===== config.mk =====
export PLATFORM = sky130hd
export DESIGN_NAME = env_pdm_out_flat
export DESIGN_NICKNAME = d
export VERILOG_FILES = /design/src/rtl/env_pdm_out_if.sv /design/src/rtl/env_pdm_out.sv /design/src/flat_wrapper.sv
export SDC_FILE = /design/constraint.sdc
export NUM_CORES = 1
export LEC_CHECK = 0
export BUFFER_PORTS_ARGS = -buffer_cell sky130_fd_sc_hd__buf_2
export CAP_MARGIN = 0
export CORE_MARGIN = 4
export CORE_UTILIZATION = 35
export DETAILED_ROUTE_END_ITERATION = 6
export PLACE_DENSITY = 0.53
export SLEW_MARGIN = 20
export SYNTH_ARGS = -nofsm -noshare
export SYNTH_HDL_FRONTEND = slang
export SYNTH_SLANG_ARGS = --single-unit

===== constraint.sdc =====
create_clock -name clk -period 5.1 [get_ports clk]
set_input_delay 1.02 -clock clk [delete_from_list [all_inputs] [get_ports clk]]
set_output_delay 1.02 -clock clk [all_outputs]
set_load 0.05 [all_outputs]

===== src/rtl/env_pdm_out_if.sv =====
// env_pdm_out_if: bundles the control inputs and audio outputs of the
// envelope / sigma-delta output stage.
//   master modport : drives the sample, gate, rate and sustain controls;
//                    observes the envelope state, envelope, amplitude and PDM bit
//   slave modport  : the output stage itself (the reverse directions)
//   wave_in        : raw oscillator sample
//   sample_en      : latch wave_in this cycle
//   gate           : note on (1) / off (0), level-sensitive
//   attack_rate    : attack step period select
//   release_rate   : decay and release step period select
//   sustain_level  : sustain target
//   env_state      : current envelope FSM state
//   env            : current envelope value
//   amp_out        : sample scaled by the envelope
//   pdm_out        : sigma-delta bitstream
interface env_pdm_out_if #(
   parameter int WAVE_BITS = 8,
   parameter int ENV_BITS  = 8,
   parameter int RATE_BITS = 4
);
   logic [WAVE_BITS-1:0] wave_in;
   logic                 sample_en;
   logic                 gate;
   logic [RATE_BITS-1:0] attack_rate;
   logic [RATE_BITS-1:0] release_rate;
   logic [ENV_BITS-1:0]  sustain_level;
   logic [2:0]           env_state;
   logic [ENV_BITS-1:0]  env;
   logic [WAVE_BITS-1:0] amp_out;
   logic                 pdm_out;

   modport master (
      output wave_in, sample_en, gate, attack_rate, release_rate, sustain_level,
      input  env_state, env, amp_out, pdm_out
   );

   modport slave (
      input  wave_in, sample_en, gate, attack_rate, release_rate, sustain_level,
      output env_state, env, amp_out, pdm_out
   );
endinterface


===== src/rtl/env_pdm_out.sv =====
// env_pdm_out: output stage behind the oscillator. Latches the raw wave
// sample, scales it by an ADSR envelope and turns the scaled amplitude into a
// 1-bit pulse-density stream with a first-order sigma-delta modulator; an
// external RC low-pass filter recovers the audio.
//   clk   : clock
//   rst_n : asynchronous active-low reset
//   ena   : design enable; when low every register holds
//   bus   : env_pdm_out_if slave modport (sample, gate, rates, sustain in;
//           env_state, env, amp_out, pdm_out out)
module env_pdm_out #(
   parameter int WAVE_BITS = 8,
   parameter int ENV_BITS  = 8,
   parameter int RATE_BITS = 4
) (
   input  logic           clk,
   input  logic           rst_n,
   input  logic           ena,
   env_pdm_out_if.slave   bus
);

   localparam int PS_BITS   = (2 ** RATE_BITS) - 1;
   localparam int PROD_BITS = WAVE_BITS + ENV_BITS;
   localparam logic [ENV_BITS-1:0] ENV_MAX = '1;

   typedef enum logic [2:0] {
      S_IDLE    = 3'd0,
      S_ATTACK  = 3'd1,
      S_DECAY   = 3'd2,
      S_SUSTAIN = 3'd3,
      S_RELEASE = 3'd4
   } state_t;

   state_t               state;
   state_t               state_next;
   logic [ENV_BITS-1:0]  env;
   logic [ENV_BITS-1:0]  env_next;
   logic [WAVE_BITS-1:0] wave_reg;
   logic [PS_BITS-1:0]   prescaler;
   logic [WAVE_BITS-1:0] amp;
   logic [WAVE_BITS-1:0] acc;
   logic                 pdm;
   logic                 tick_attack;
   logic                 tick_release;
   logic [PROD_BITS-1:0] product;
   logic [WAVE_BITS:0]   sd_sum;

   // A rate r ticks whenever the low r prescaler bits are all ones,
   // i.e. once every 2^r cycles.
   function automatic logic rate_tick(input logic [RATE_BITS-1:0] r,
                                      input logic [PS_BITS-1:0]   ps);
      logic [PS_BITS-1:0] mask;
      mask = ~({PS_BITS{1'b1}} << r);
      return (ps & mask) == mask;
   endfunction

   assign tick_attack  = rate_tick(bus.attack_rate, prescaler);
   assign tick_release = rate_tick(bus.release_rate, prescaler);

   always_ff @(posedge clk or negedge rst_n) begin
      if (!rst_n) begin
         state <= S_IDLE;
         env   <= '0;
      end else if (ena) begin
         state <= state_next;
         env   <= env_next;
      end
   end

   // Gate changes win over a rate tick in the same cycle: the transition
   // happens and the envelope step is skipped.
   always_comb begin
      state_next = state;
      env_next   = env;
      case (state)
         S_IDLE: begin
            env_next = '0;
            if (bus.gate) state_next = S_ATTACK;
         end
         S_ATTACK: begin
            if (!bus.gate)               state_next = S_RELEASE;
            else if (env == ENV_MAX)     state_next = S_DECAY;
            else if (tick_attack)        env_next   = env + ENV_BITS'(1);
         end
         S_DECAY: begin
            if (!bus.gate) begin
               state_next = S_RELEASE;
            end else if (tick_release) begin
               if (env > bus.sustain_level) env_next   = env - ENV_BITS'(1);
               else                         state_next = S_SUSTAIN;
            end
         end
         S_SUSTAIN: begin
            if (!bus.gate) state_next = S_RELEASE;
         end
         S_RELEASE: begin
            if (bus.gate) begin
               state_next = S_ATTACK;
            end else if (tick_release) begin
               if (env == '0) state_next = S_IDLE;
               else           env_next   = env - ENV_BITS'(1);
            end
         end
         default: begin
            state_next = S_IDLE;
            env_next   = '0;
         end
      endcase
   end

   assign product = PROD_BITS'(wave_reg) * PROD_BITS'(env);
   assign sd_sum  = {1'b0, acc} + {1'b0, amp};

   always_ff @(posedge clk or negedge rst_n) begin
      if (!rst_n) begin
         wave_reg  <= '0;
         prescaler <= '0;
         amp       <= '0;
         acc       <= '0;
         pdm       <= 1'b0;
      end else if (ena) begin
         if (bus.sample_en) wave_reg <= bus.wave_in;
         prescaler <= prescaler + PS_BITS'(1);
         amp       <= product[PROD_BITS-1:ENV_BITS];
         // Carry out of the accumulator is the pulse; its density is amp/2^WAVE_BITS.
         acc       <= sd_sum[WAVE_BITS-1:0];
         pdm       <= sd_sum[WAVE_BITS];
      end
   end

   assign bus.env_state = state;
   assign bus.env       = env;
   assign bus.amp_out   = amp;
   assign bus.pdm_out   = pdm;

endmodule

===== src/flat_wrapper.sv =====
// flat-port wrapper written by rule: the top's interface ports become plain ports
module env_pdm_out_flat 
#(
   parameter int WAVE_BITS = 8,
   parameter int ENV_BITS  = 8,
   parameter int RATE_BITS = 4
)
  (clk, rst_n, ena, bus_wave_in, bus_sample_en, bus_gate, bus_attack_rate, bus_release_rate, bus_sustain_level, bus_env_state, bus_env, bus_amp_out, bus_pdm_out);
  env_pdm_out_if #(.WAVE_BITS(WAVE_BITS), .ENV_BITS(ENV_BITS), .RATE_BITS(RATE_BITS)) bus_i ();
  input  logic clk;
  input  logic rst_n;
  input  logic ena;
  input wire logic [$bits(bus_i.wave_in)-1:0] bus_wave_in;
  input wire logic [$bits(bus_i.sample_en)-1:0] bus_sample_en;
  input wire logic [$bits(bus_i.gate)-1:0] bus_gate;
  input wire logic [$bits(bus_i.attack_rate)-1:0] bus_attack_rate;
  input wire logic [$bits(bus_i.release_rate)-1:0] bus_release_rate;
  input wire logic [$bits(bus_i.sustain_level)-1:0] bus_sustain_level;
  output wire logic [$bits(bus_i.env_state)-1:0] bus_env_state;
  output wire logic [$bits(bus_i.env)-1:0] bus_env;
  output wire logic [$bits(bus_i.amp_out)-1:0] bus_amp_out;
  output wire logic [$bits(bus_i.pdm_out)-1:0] bus_pdm_out;
  assign bus_i.wave_in = bus_wave_in;
  assign bus_i.sample_en = bus_sample_en;
  assign bus_i.gate = bus_gate;
  assign bus_i.attack_rate = bus_attack_rate;
  assign bus_i.release_rate = bus_release_rate;
  assign bus_i.sustain_level = bus_sustain_level;
  assign bus_env_state = bus_i.env_state;
  assign bus_env = bus_i.env;
  assign bus_amp_out = bus_i.amp_out;
  assign bus_pdm_out = bus_i.pdm_out;
  env_pdm_out #(.WAVE_BITS(WAVE_BITS), .ENV_BITS(ENV_BITS), .RATE_BITS(RATE_BITS)) u_core (.clk(clk), .rst_n(rst_n), .ena(ena), .bus(bus_i));
endmodule

* After elaboration in Yosys (flattened, before gate mapping)
Index checks and enable logic that the tools add are counted.
Widths: inputs -> output; s select.
** Storage, ports and cells
- Register bits :: 51
- Bits in latches :: 0
- Memory bits (writable) :: 0
- ROM bits :: 0
- Input port bits :: 29
- Output and inout port bits :: 20
- Logic and storage cells :: 69
- Memories :: 0
** Cells by class
- Add/subtract/negate cells :: 4
- $mul :: 1
- Div/mod/pow operators :: 0
- Magnitude comparators :: 1
- Equality and inequality tests :: 23
- Shifts and indexed selects :: 2
- Muxes and demuxes :: 21
- Bitwise operators :: 5
- Reduce and logical (&&, ||, !) cells :: 5
** Operators by type and width (count)
- $mux 8 :: 9
- $pmux 8 s4 :: 1
- $and 15x15->15 :: 2
- $eq 15x15->1 :: 2
- $mux 3 :: 10
- $not 15->15 :: 2
- $shl 15x4->15 const A :: 2
- $mul 8x8->16 :: 1
- $add 15x1->15 const B :: 1
- $pmux 3 s5 :: 1
- $ne 2x2->1 const B :: 7
- $ne 3x2->1 const B :: 4
- $reduce_and 11->1 :: 1
- $add 8x8->9 :: 1
- $add 8x1->8 const B :: 1
- $eq 8x8->1 const B :: 1
- $gt 8x8->1 :: 1
- $logic_not 8->1 :: 1
- $ne 2x1->1 const B :: 4
- $reduce_and 8->1 :: 1
- $sub 8x1->8 const B :: 1
- $eq 3x2->1 const B :: 2
- $eq 3x1->1 const B :: 1
- $eq 3x3->1 const B :: 1
- 4 further kinds :: 4

* Logic depth before layout (Yosys ltp)
Gate-level depths: netlist of the first run.
- Depth in word-level cells :: 8
- Gate-level depth with buffers :: 17
- Depth with buffers taken out :: 16

* Worst setup path after synthesis of the first run
Ideal clock, no wire load.
- Kind :: register to register
- Start :: register u_core.env[7] (netlist: u_core.bus.env[7])
- End :: register u_core.amp[6] (netlist: u_core.bus.amp_out[6])
- Library setup time :: 125 ps
- Arrival :: 4712 ps
- Slack :: 263 ps
- Stages on the path, launching flop included :: 16
- Path buffers :: 1
- Period minus slack after synthesis :: 4837 ps
- Path through :: dfrtp_1 -> clkbuf_1 -> nand2_1 -> fa_1 -> fa_1 -> inv_1 -> fa_1 -> fa_1 -> ha_1 -> a2111oi_2 -> o21ai_2 -> a41oi_2 -> o2111a_2 -> o21bai_1 -> xor2_1 -> mux2_2
** Between the ends
- Longest elaborated chain between the ends :: 1
** RTL lines
- from (decl) :: RTL line env_pdm_out.sv:35 : logic [ENV_BITS-1:0] env;
- from (signal assigned) :: RTL line env_pdm_out.sv:65 : env <= env_next;
- $mul 8x8->16 :: RTL line env_pdm_out.sv:110 : assign product = PROD_BITS'(wave_reg) * PROD_BITS'(env);
- to (signal assigned) :: RTL line env_pdm_out.sv:123 : amp <= product[PROD_BITS-1:ENV_BITS];
- to (decl) :: RTL line env_pdm_out.sv:39 : logic [WAVE_BITS-1:0] amp;
Every way passes these cells.
A chain may end at the register's enable or synchronous reset.

* Worst setup path in the final report of the first run
- Start :: register u_core.env[4] (netlist: u_core.bus.env[4])
- End :: register u_core.amp[6] (netlist: u_core.bus.amp_out[6])
Same word-level chain as after synthesis.

==> results of run 1 <==
==> through the flow <==
stage	power [mW]	util (%)	hold slack (ns)	std cells	area (µm²)
after floorplan	2.111	-	0.4494	548	5258
after global placement	2.550	39.05	0.4887	773	5718
after detailed placement	2.587	39.05	0.4924	773	5718
after CTS	3.014	40.22	0.5032	781	5889
after global routing	3.290	40.22	0.5141	781	5889
final	2.961	40.22	0.5057	781	5889
==> final timing paths <==
path | startpoint | endpoint | slack, ns
worst min-delay path | u_core.prescaler[4]$_DFFE_PN0P_ | u_core.prescaler[4]$_DFFE_PN0P_ | 0.51
min in group asynchronous | rst_n | u_core.bus.env_state[0]$_DFFE_PN0P_ | 0.82
worst max register to register | u_core.bus.env[4]$_DFFE_PN0P_ | u_core.bus.amp_out[6]$_DFFE_PN0P_ | 0.32
max in group asynchronous | rst_n | u_core.acc[7]$_DFFE_PN0P_ | 3.82
worst min register to register | u_core.prescaler[4]$_DFFE_PN0P_ | u_core.prescaler[4]$_DFFE_PN0P_ | 0.51
worst max-delay path | u_core.bus.env[4]$_DFFE_PN0P_ | u_core.bus.amp_out[6]$_DFFE_PN0P_ | 0.32
==> power breakdown <==
part | internal (mW) | total, mW | switching, mW
combinational | 0.778 | 1.84 | 1.06
sequential | 0.528 | 0.722 | 0.193
clock | 0.234 | 0.404 | 0.171
==> metal layers <==
metal	up-vias	global-route usage (%)	wire [µm]
li1	1964	-	-
met5	-	0	0
met2	70	25.79	5725
met3	16	3.008	390
met4	0	3.630	168
met1	1981	21.42	5815
==> final cells by class <==
class | instances | area [µm²] | share of cell area [%]
Clock buffer | 5 | 125.1 | 2.124
Clock inverter | 3 | 46.29 | 0.7861
Inverter | 72 | 270.3 | 4.589
Multi-Input combinational cell | 407 | 3618 | 61.44
Sequential cell | 51 | 1276 | 21.67
Tap cell | 184 | 230.2 | 3.909
Timing Repair Buffer | 59 | 322.8 | 5.481
==> cells by family (layout without fill, tap and decap cells) <==
family | count (synthesis) | count (layout) | synth area share [%]
adder cells (fa/ha/maj) | 95 | 95 | 27.80
AO/OA/AOI/OAI | 88 | 88 | 12.57
multiplexers | 29 | 29 | 6.616
AND/OR/NAND/NOR | 164 | 164 | 16.68
XOR/XNOR | 31 | 31 | 5.164
buffers and inverters | 90 | 139 | 6.901
flip-flops | 51 | 51 | 24.27
==> cell usage after synthesis, types with 7 or more instances <==
master	number
o21ai_0	13
xor2_1	10
a21boi_0	7
nor2_1	28
nand4_1	13
and2_1	48
nand2_1	33
a21oi_1	15
dfrtp_1	51
ha_1	56
xnor2_1	21
inv_1	72
fa_1	37
clkbuf_1	10
nor3_1	13
mux2_2	22
==> impl_metrics.env, run 1 <==
export IMPL_place_ws_ns=0.2708
export IMPL_holdPathStages=1
export IMPL_path_buf_inv=2
export IMPL_track_usage_pct=15.66
export IMPL_grt_first_pass_wirelength_um=21360
export IMPL_row_count=44
export IMPL_core_area_um2=14640
export IMPL_finClkSkew_ns=0.01062
export IMPL_postCtsSetupBuffers=0
export IMPL_power_density_nw_per_um2=502.8
export IMPL_clk_pin_slew_worst_paths_ns=0.08
export IMPL_slew_headroom_pct=54.58
export IMPL_synth_yosys_seq_area_share_pct=24.27
export IMPL_synth_nets=670
export IMPL_rsz0062_at_grt="false"
export IMPL_die_w_um=130.6
export IMPL_ys_flop_type="dfrtp_1"
export IMPL_cpMostUsedCell="fa_1"
export IMPL_grt_overflow=0
export IMPL_worst_path_stages=15
export IMPL_period_share_pct=93.82
export IMPL_worst_slew_pin_slew_ns=0.6813
export IMPL_slew_violations=0
export IMPL_ioPinCount=49
export IMPL_worstPathMaxFanout=14
export IMPL_cp_slowest_stage_delay_ns=0.55
export IMPL_remaining_drc_errors=0
export IMPL_cts_root_buf="clkbuf_16"
export IMPL_diodes=0
export IMPL_max_cap_violations=0
export IMPL_post_drt_via_cell_ratio=5.161
export IMPL_cts_buffers=5
export IMPL_clock_fmax_ghz=0.2090
export IMPL_ys_async_sr_fraction_pct=100.0
export IMPL_syn_area_um2=5258
export IMPL_largest_reg_flops=15
export IMPL_drive_above_1_share_pct=18.09
export IMPL_fin_ws_ns=0.3151
export IMPL_routed_wl_um=12100
export IMPL_place_congestion=0.8375
export IMPL_synth_seq_cells=51
export IMPL_synth_cell_types=63
export IMPL_outcome="complete, no violations"
export IMPL_grt_max_degree=52
export IMPL_top_register="u_core.prescaler"
export IMPL_ir_drop_mv=0.3634
export IMPL_cts_tree="built"
export IMPL_drt_initial_drc_count=155
export IMPL_crit_path_end_kind="flip-flop"
export IMPL_wl_per_cell_um=15.49
export IMPL_cts_hold_buf=0
export IMPL_tns_ns=0
export IMPL_timing_worst_setup_path_type="flip-flop to flip-flop"
export IMPL_worstSkewPairLatency_ns=0.30
export IMPL_nets=718
export IMPL_critPathRequiredTime_ns=5.29
export IMPL_synth_edf_count=0
export IMPL_grt_pass1_vias=4241
export IMPL_synth_area_leaders="dfrtp_1 24%, fa_1 14%, ha_1 13%"
export IMPL_ant_nets=0
export IMPL_dr_pass1_iters=4
export IMPL_area_growth_pct=12.02
export IMPL_crit_chain="and2_1 > fa_1 > fa_1 > inv_1 > fa_1 > fa_1 > inv_1 > ha_1 > a2111oi_2 > o21ai_2 > a41oi_2 > o2111a_2 > o21bai_1 > xor2_1 > mux2_2"
export IMPL_cp_top_family="adder cells"
export IMPL_mostFrequentLayoutCell="inv_1"
export IMPL_final_hold_violation_count=0
export IMPL_synth_top_area_share_pct=24.27
export IMPL_clkSinkCount=51
export IMPL_fill_cells=1413
export IMPL_htree_num_levels=2
export IMPL_io_buffers=48
export IMPL_cts_resized=0
export IMPL_most_common_layout_cells="72 x inv_1, 56 x ha_1, 51 x dfrtp_1"
export IMPL_die_area_um2=17050
export IMPL_setup_viol=0
export IMPL_period_minus_slack_ns=4.785
export IMPL_avgSynthCellArea_um2=9.594
export IMPL_cp_slowest_cell="dfrtp_1"
export IMPL_min_path_type="flip-flop to flip-flop"
export IMPL_vias=4031
export IMPL_yosys_area_top_type="dfrtp_1"
export IMPL_p_leak_nw=2.931
export IMPL_start_util_pct=35.90
export IMPL_arrival_ns=4.97
export IMPL_syn_inst=548
export IMPL_worst_setup_path_start_kind="flip-flop"
export IMPL_dieHeight_um=130.6
export IMPL_hpwl_um=9653
export IMPL_clockBufferDepth=2
export IMPL_grt_antenna_before_repair=0
export IMPL_yosys_warnings=0
export IMPL_r2r_cells=15
(Power assumes the default switching activity.)
==> run 2: changes to the inputs <==
Settings changed: ABC_AREA from default to 1, CAP_MARGIN 0 to 20.
==> run 2 against run 1 <==
  * Synthesized area is 8.4% higher
  * Sequential share of layout area is 1.3 points lower
  * Register-to-register slack better by 0.41 ns
  * Utilization is 0.87 points lower
  * Clock skew is 0.0040 ns lower
  * Critical path depth is 2 higher
  * Clock-buffer cell count stayed put
  * Final cell count is 34% higher
  * Die area is 7.8% higher
  * Synthesized cell count is 45% higher
  * Global-route usage is 0.42 points lower
  * Largest cell class unchanged
  * Highest routed layer unchanged
==> impl_metrics.env, run 2 <==
export IMPL_outcome="complete, no violations"
export IMPL_yosys_area_top_type="dfrtp_1"
export IMPL_worstSkewPairLatency_ns=0.31
export IMPL_finalPower_mw=2.980
export IMPL_mostFrequentLayoutCell="nand2_1"
export IMPL_grt_max_degree=52
export IMPL_avgSynthCellArea_um2=7.166
export IMPL_syn_inst=795
export IMPL_synth_cell_types=37
export IMPL_critPathRequiredTime_ns=5.31
export IMPL_period_minus_slack_ns=4.379
export IMPL_cp_slowest_stage_delay_ns=0.67
export IMPL_synth_edf_count=0
export IMPL_row_count=46
export IMPL_cp_slowest_cell="dfrtp_1"
export IMPL_dp_cells=1039
export IMPL_start_util_pct=35.73
export IMPL_ys_async_sr_fraction_pct=100.0
export IMPL_syn_area_um2=5697
export IMPL_area_growth_pct=10.10
export IMPL_clockBufferDepth=2
export IMPL_period_share_pct=85.86
export IMPL_synth_seq_cells=51
export IMPL_timing_hold_ws_ns=0.4713
export IMPL_grt_first_pass_wirelength_um=22590
export IMPL_grt_overflow=0
export IMPL_synth_top_area_share_pct=22.40
export IMPL_synth_nets=917
export IMPL_cpMostUsedCell="fa_1"
export IMPL_worst_slew_pin_slew_ns=0.7202
export IMPL_die_w_um=135.6
export IMPL_cts_buffers=5
export IMPL_worstPathMaxFanout=15
export IMPL_grt_antenna_before_repair=0
export IMPL_top_register="u_core.prescaler"
export IMPL_timing_worst_setup_path_type="flip-flop to flip-flop"
export IMPL_hpwl_um=10650
export IMPL_ys_top_cells_by_count="230 x nand2_1, 160 x inv_1, 56 x ha_1"
export IMPL_min_path_type="flip-flop to flip-flop"
export IMPL_cp_top_family="adder cells"
export IMPL_core_area_um2=15940
export IMPL_clock_fmax_ghz=0.2284
export IMPL_stdcell_count=1047
export IMPL_tns_ns=0
export IMPL_dr_pass1_iters=5
export IMPL_htree_num_levels=2
export IMPL_most_common_layout_cells="230 x nand2_1, 160 x inv_1, 56 x ha_1"
export IMPL_slew_violations=0
export IMPL_ir_drop_mv=0.2016
export IMPL_arrival_ns=4.59
export IMPL_grt_use_met3_pct=2.229
export IMPL_worst_setup_path_start_kind="flip-flop"
export IMPL_wl_per_cell_um=12.76
export IMPL_drt_initial_drc_count=264
export IMPL_power_density_nw_per_um2=475.1
export IMPL_cts_root_buf="clkbuf_16"
export IMPL_crit_path_end_kind="flip-flop"
export IMPL_dieHeight_um=135.6
export IMPL_p_leak_nw=3.800
export IMPL_synth_most_common_cell="nand2_1"
export IMPL_vias=4919
export IMPL_setup_viol=0
export IMPL_synth_yosys_seq_area_share_pct=22.40
export IMPL_crit_chain="nand2_1 > inv_1 > fa_1 > fa_1 > fa_1 > inv_1 > fa_1 > inv_1 > ha_1 > a21oi_1 > nor2_1 > nor2_1 > nor2_1 > nor3_1 > nand3_1 > nand3_1 > nand2_1"
export IMPL_path_buf_inv=3
export IMPL_ant_nets=0
export IMPL_diodes=0
export IMPL_max_cap_violations=0
export IMPL_slew_headroom_pct=51.94
export IMPL_ioPinCount=49
export IMPL_cts_hold_buf=0
export IMPL_place_congestion=0.8090
export IMPL_routed_wl_um=13360
export IMPL_drive_above_1_share_pct=10.59
export IMPL_largest_reg_flops=15
export IMPL_post_drt_via_cell_ratio=4.698
export IMPL_io_buffers=48
export IMPL_ys_flop_type="dfrtp_1"
export IMPL_top_usage_layer="met2"
export IMPL_nets=952
export IMPL_grt_pass1_vias=4691
export IMPL_cts_resized=0
export IMPL_finClkSkew_ns=0.006612
export IMPL_clkSinkCount=51
export IMPL_cts_tree="built"
export IMPL_track_usage_pct=15.24
export IMPL_synth_area_leaders="dfrtp_1 22%, nand2_1 15%, fa_1 13%"
export IMPL_die_area_um2=18380
export IMPL_grtUsageMet2_pct=23.73
export IMPL_postCtsSetupBuffers=0
export IMPL_remaining_drc_errors=0
export IMPL_final_hold_violation_count=0
export IMPL_yosys_warnings=0
export IMPL_clk_pin_slew_worst_paths_ns=0.08
export IMPL_rsz0062_at_grt="false"
export IMPL_postLayoutCoreUtil_pct=39.34
export IMPL_met1_usage_pct=22.20
[run 2: cell count changes after synthesis, moves of 9 or more]
cell / previous run / this run
nand2_1: 33 / 230
inv_1: 72 / 160
and2_1: 48 / 1
nand3_1: 5 / 43
nor2_1: 28 / 44
mux2_2: 22 / 7
xnor2_1: 21 / 8
a21oi_1: 15 / 27
buf_2: 1 / 12
xor2_1: 10 / 19
[run 2: power breakdown]
group | internal (mW) | switching [mW]
logic | 0.661 | 1.21
clock network | 0.187 | 0.183
registers | 0.522 | 0.212
[run 2: kinds of logic (layout without fill, tap and decap cells)]
kind of cell             after synthesis  in the layout  synth area share (%)
AND/OR/NAND/NOR                      361            361                 27.26
multiplexers                           7              7                 1.384
XOR/XNOR                              27             27                 4.151
adder cells (fa/ha/maj)               93             93                 25.30
flip-flops                            51             51                 22.40
AO/OA/AOI/OAI                         67             67                 6.787
buffers and inverters                189            225                 12.72
[run 2: final timing paths]
| kind | from | end | slack (ns) | cells after the start |
|---|---|---|---|---|
| max | u_core.bus.env[7]$_DFFE_PN0P_ | u_core.bus.amp_out[7]$_DFFE_PN0P_ | 0.72 | 17 |
| min reg2reg | u_core.prescaler[12]$_DFFE_PN0P_ | u_core.prescaler[12]$_DFFE_PN0P_ | 0.47 | 1 |
| max in group asynchronous | rst_n | u_core.wave_reg[1]$_DFFE_PN0P_ | 3.80 | 2 |
| max reg2reg | u_core.bus.env[7]$_DFFE_PN0P_ | u_core.bus.amp_out[7]$_DFFE_PN0P_ | 0.72 | 17 |
| min | u_core.prescaler[12]$_DFFE_PN0P_ | u_core.prescaler[12]$_DFFE_PN0P_ | 0.47 | 1 |
| min in group asynchronous | rst_n | u_core.acc[1]$_DFFE_PN0P_ | 0.83 | 2 |
[run 2: through the flow]
stage	instance area, µm²	setup WS [ns]
2_1_floorplan	5697	0.6654
3_3_place_gp	6121	0.7635
3_5_place_dp	6121	0.7132
4_1_cts	6272	0.6925
5_1_grt	6272	0.3538
6_report	6272	0.7210
[run 2: area by class of cell]
class | count | area [µm²]
tap | 216 | 270.3
sequential | 51 | 1276
fill | 1704 | 9671
timing repair buffer | 49 | 247.7
inverter | 168 | 630.6
multi-input combinational | 555 | 3696
clock inverter | 3 | 26.28
clock buffer | 5 | 125.1
[run 2: per-layer routing]
layer  vias to the layer above  part of all wire (%)
met3                        14                   4.6
met5                         -                     0
met1                      2278                    50
li1                       2532                     -
met2                        95                    44
met4                         0                   1.4
==> run 3: changes to the inputs <==
Settings changed: CORE_MARGIN 4 to 10.
==> run 3 against run 2 <==
  * Worst setup slack worse by 0.022 ns
  * Register-to-register slack got worse by 0.02 ns
  * Non-clock buffer count stayed put
  * Sequential share of layout area down 0.069 points
  * Clock power grew 11%
  * Combinational power about the same
  * Clock-buffer cell count unchanged
  * Clock skew down 0.0020 ns
  * Cell area is 0.34% higher
  * Sequential power down 0.8%
==> impl_metrics.env, run 3 (synthesized netlist as in run 2, its figures left out) <==
export IMPL_vias=4841
export IMPL_grt_overflow=0
export IMPL_arrival_ns=4.61
export IMPL_cts_root_buf="clkbuf_16"
export IMPL_tns_ns=0
export IMPL_clockBufferDepth=2
export IMPL_top_register="u_core.prescaler"
export IMPL_period_share_pct=86.29
export IMPL_ioPinCount=49
export IMPL_switching_share_pct=53.00
export IMPL_final_hold_violation_count=0
export IMPL_cts_hold_buf=0
export IMPL_timing_worst_setup_path_type="flip-flop to flip-flop"
export IMPL_worst_setup_path_start_kind="flip-flop"
export IMPL_nets=952
export IMPL_grt_first_pass_wirelength_um=23210
export IMPL_start_util_pct=35.73
export IMPL_design_area_um2=6294
export IMPL_multi_input_area_um2=3696
export IMPL_timing_hold_ws_ns=0.4712
export IMPL_die_w_um=147.6
export IMPL_mostFrequentLayoutCell="nand2_1"
export IMPL_crit_path_end_kind="flip-flop"
export IMPL_rsz0062_at_grt="false"
export IMPL_cpMostUsedCell="fa_1"
export IMPL_core_area_um2=15940
export IMPL_fill_cells=1697
export IMPL_finClkSkew_ns=0.004572
export IMPL_clkSinkCount=51
export IMPL_cp_slowest_stage_delay_ns=0.67
export IMPL_worst_slew_pin_slew_ns=0.7225
export IMPL_remaining_drc_errors=0
export IMPL_place_congestion=0.8406
export IMPL_worstPathMaxFanout=15
export IMPL_largest_reg_flops=15
export IMPL_hp_start="u_core.prescaler[12]$_DFFE_PN0P_"
export IMPL_track_usage_pct=12.84
export IMPL_area_growth_pct=10.48
export IMPL_p_leak_nw=3.810
export IMPL_cp_startpoint="u_core.bus.env[7]$_DFFE_PN0P_"
export IMPL_max_cap_violations=0
export IMPL_worstSkewPairLatency_ns=0.31
export IMPL_ir_drop_mv=0.1776
export IMPL_diodes=0
export IMPL_combPwrFrac_pct=62.2
export IMPL_grt_max_degree=52
export IMPL_period_minus_slack_ns=4.401
export IMPL_ant_nets=0
export IMPL_post_drt_via_cell_ratio=4.624
export IMPL_clk_pin_slew_worst_paths_ns=0.07
export IMPL_area_sequential_um2=1276
export IMPL_power_density_nw_per_um2=479.6
export IMPL_hpwl_um=10810
export IMPL_switchingPower_mw=1.600
export IMPL_p_clk_share_pct=13.7
export IMPL_p_int_mw=1.419
export IMPL_cts_buffers=5
export IMPL_dr_pass1_iters=4
export IMPL_wl_per_cell_um=12.96
export IMPL_cp_slowest_cell="dfrtp_1"
export IMPL_path_buf_inv=3
export IMPL_io_buffers=48
export IMPL_grt_antenna_before_repair=0
export IMPL_most_common_layout_cells="230 x nand2_1, 160 x inv_1, 56 x ha_1"
export IMPL_htree_num_levels=2
export IMPL_outcome="complete, no violations"
export IMPL_slew_headroom_pct=51.78
export IMPL_crit_chain="nand2_1 > inv_1 > fa_1 > fa_1 > fa_1 > inv_1 > fa_1 > inv_1 > ha_1 > a21oi_1 > nor2_1 > nor2_1 > nor2_1 > nor3_1 > nand3_1 > nand3_1 > nand2_1"
export IMPL_grt_pass1_vias=4647
export IMPL_crit_reg2reg_launch="u_core.bus.env[7]$_DFFE_PN0P_"
export IMPL_cts_resized=0
export IMPL_clock_fmax_ghz=0.2272
export IMPL_critPathRequiredTime_ns=5.31
export IMPL_postCtsSetupBuffers=0
export IMPL_min_path_type="flip-flop to flip-flop"
export IMPL_drt_initial_drc_count=222
export IMPL_setup_viol=0
export IMPL_slew_violations=0
export IMPL_die_area_um2=21780
export IMPL_cp_top_family="adder cells"
export IMPL_place_area_um2=6121
export IMPL_row_count=46
export IMPL_routed_wl_um=13560
export IMPL_dieHeight_um=147.6
export IMPL_power_frac_seq_pct=24.1
export IMPL_cts_tree="built"
export IMPL_drive_above_1_share_pct=10.59
run 3: cell count changes in the layout (fill, tap and decap cells not counted):
cell,delta
bufinv_16,+1
inv_6,-1
run 3: cell type report:
| type | count | area share [%] |
|---|---|---|
| clock buffers | 5 | 1.988 |
| clock inverters | 3 | 0.7555 |
| inverters | 168 | 10.02 |
| multi-input cells | 555 | 58.73 |
| flip-flops and latches | 51 | 20.28 |
| well taps | 216 | 4.294 |
| repair buffers | 49 | 3.936 |
run 3: final timing paths:
check                                                         end  slack, ns  cells after the start
min in group asynchronous               u_core.acc[1]$_DFFE_PN0P_       0.82                      2
max in group asynchronous           u_core.bus.env[6]$_DFFE_PN0P_       3.80                      2
worst min-delay path             u_core.prescaler[12]$_DFFE_PN0P_       0.47                      1
worst max register to register  u_core.bus.amp_out[7]$_DFFE_PN0P_       0.70                     17
worst max-delay path            u_core.bus.amp_out[7]$_DFFE_PN0P_       0.70                     17
worst min register to register   u_core.prescaler[12]$_DFFE_PN0P_       0.47                      1
run 3: layer usage:
layer / vias up / routed length (µm) / track usage [%]
li1: 2522 / - / -
met1: 2230 / 6848 / 18.14
met2: 77 / 6003 / 19.50
met3: 12 / 557 / 2.442
met4: 0 / 155 / 3.469
met5: - / 0 / 0
run 3: per-stage QoR:
stage	setup slack, ns	total power [mW]	utilization [%]	std cells
floorplan	0.6654	2.183	-	795
global placement	0.7708	2.635	38.39	1039
detailed placement	0.7205	2.623	38.39	1039
CTS	0.6834	3.066	39.48	1047
global route	0.3393	3.371	39.48	1047
finish	0.6990	3.018	39.48	1047
run 3: power groups by stage:
stage | Combinational [mW] | Sequential [mW] | Clock [mW]
2_1_floorplan | 1.38 | 0.802 | 0
3_3_place_gp | 1.90 | 0.737 | 0
3_5_place_dp | 1.89 | 0.734 | 0
4_1_cts | 1.91 | 0.729 | 0.429
5_1_grt | 2.17 | 0.758 | 0.447
6_report | 1.88 | 0.728 | 0.413
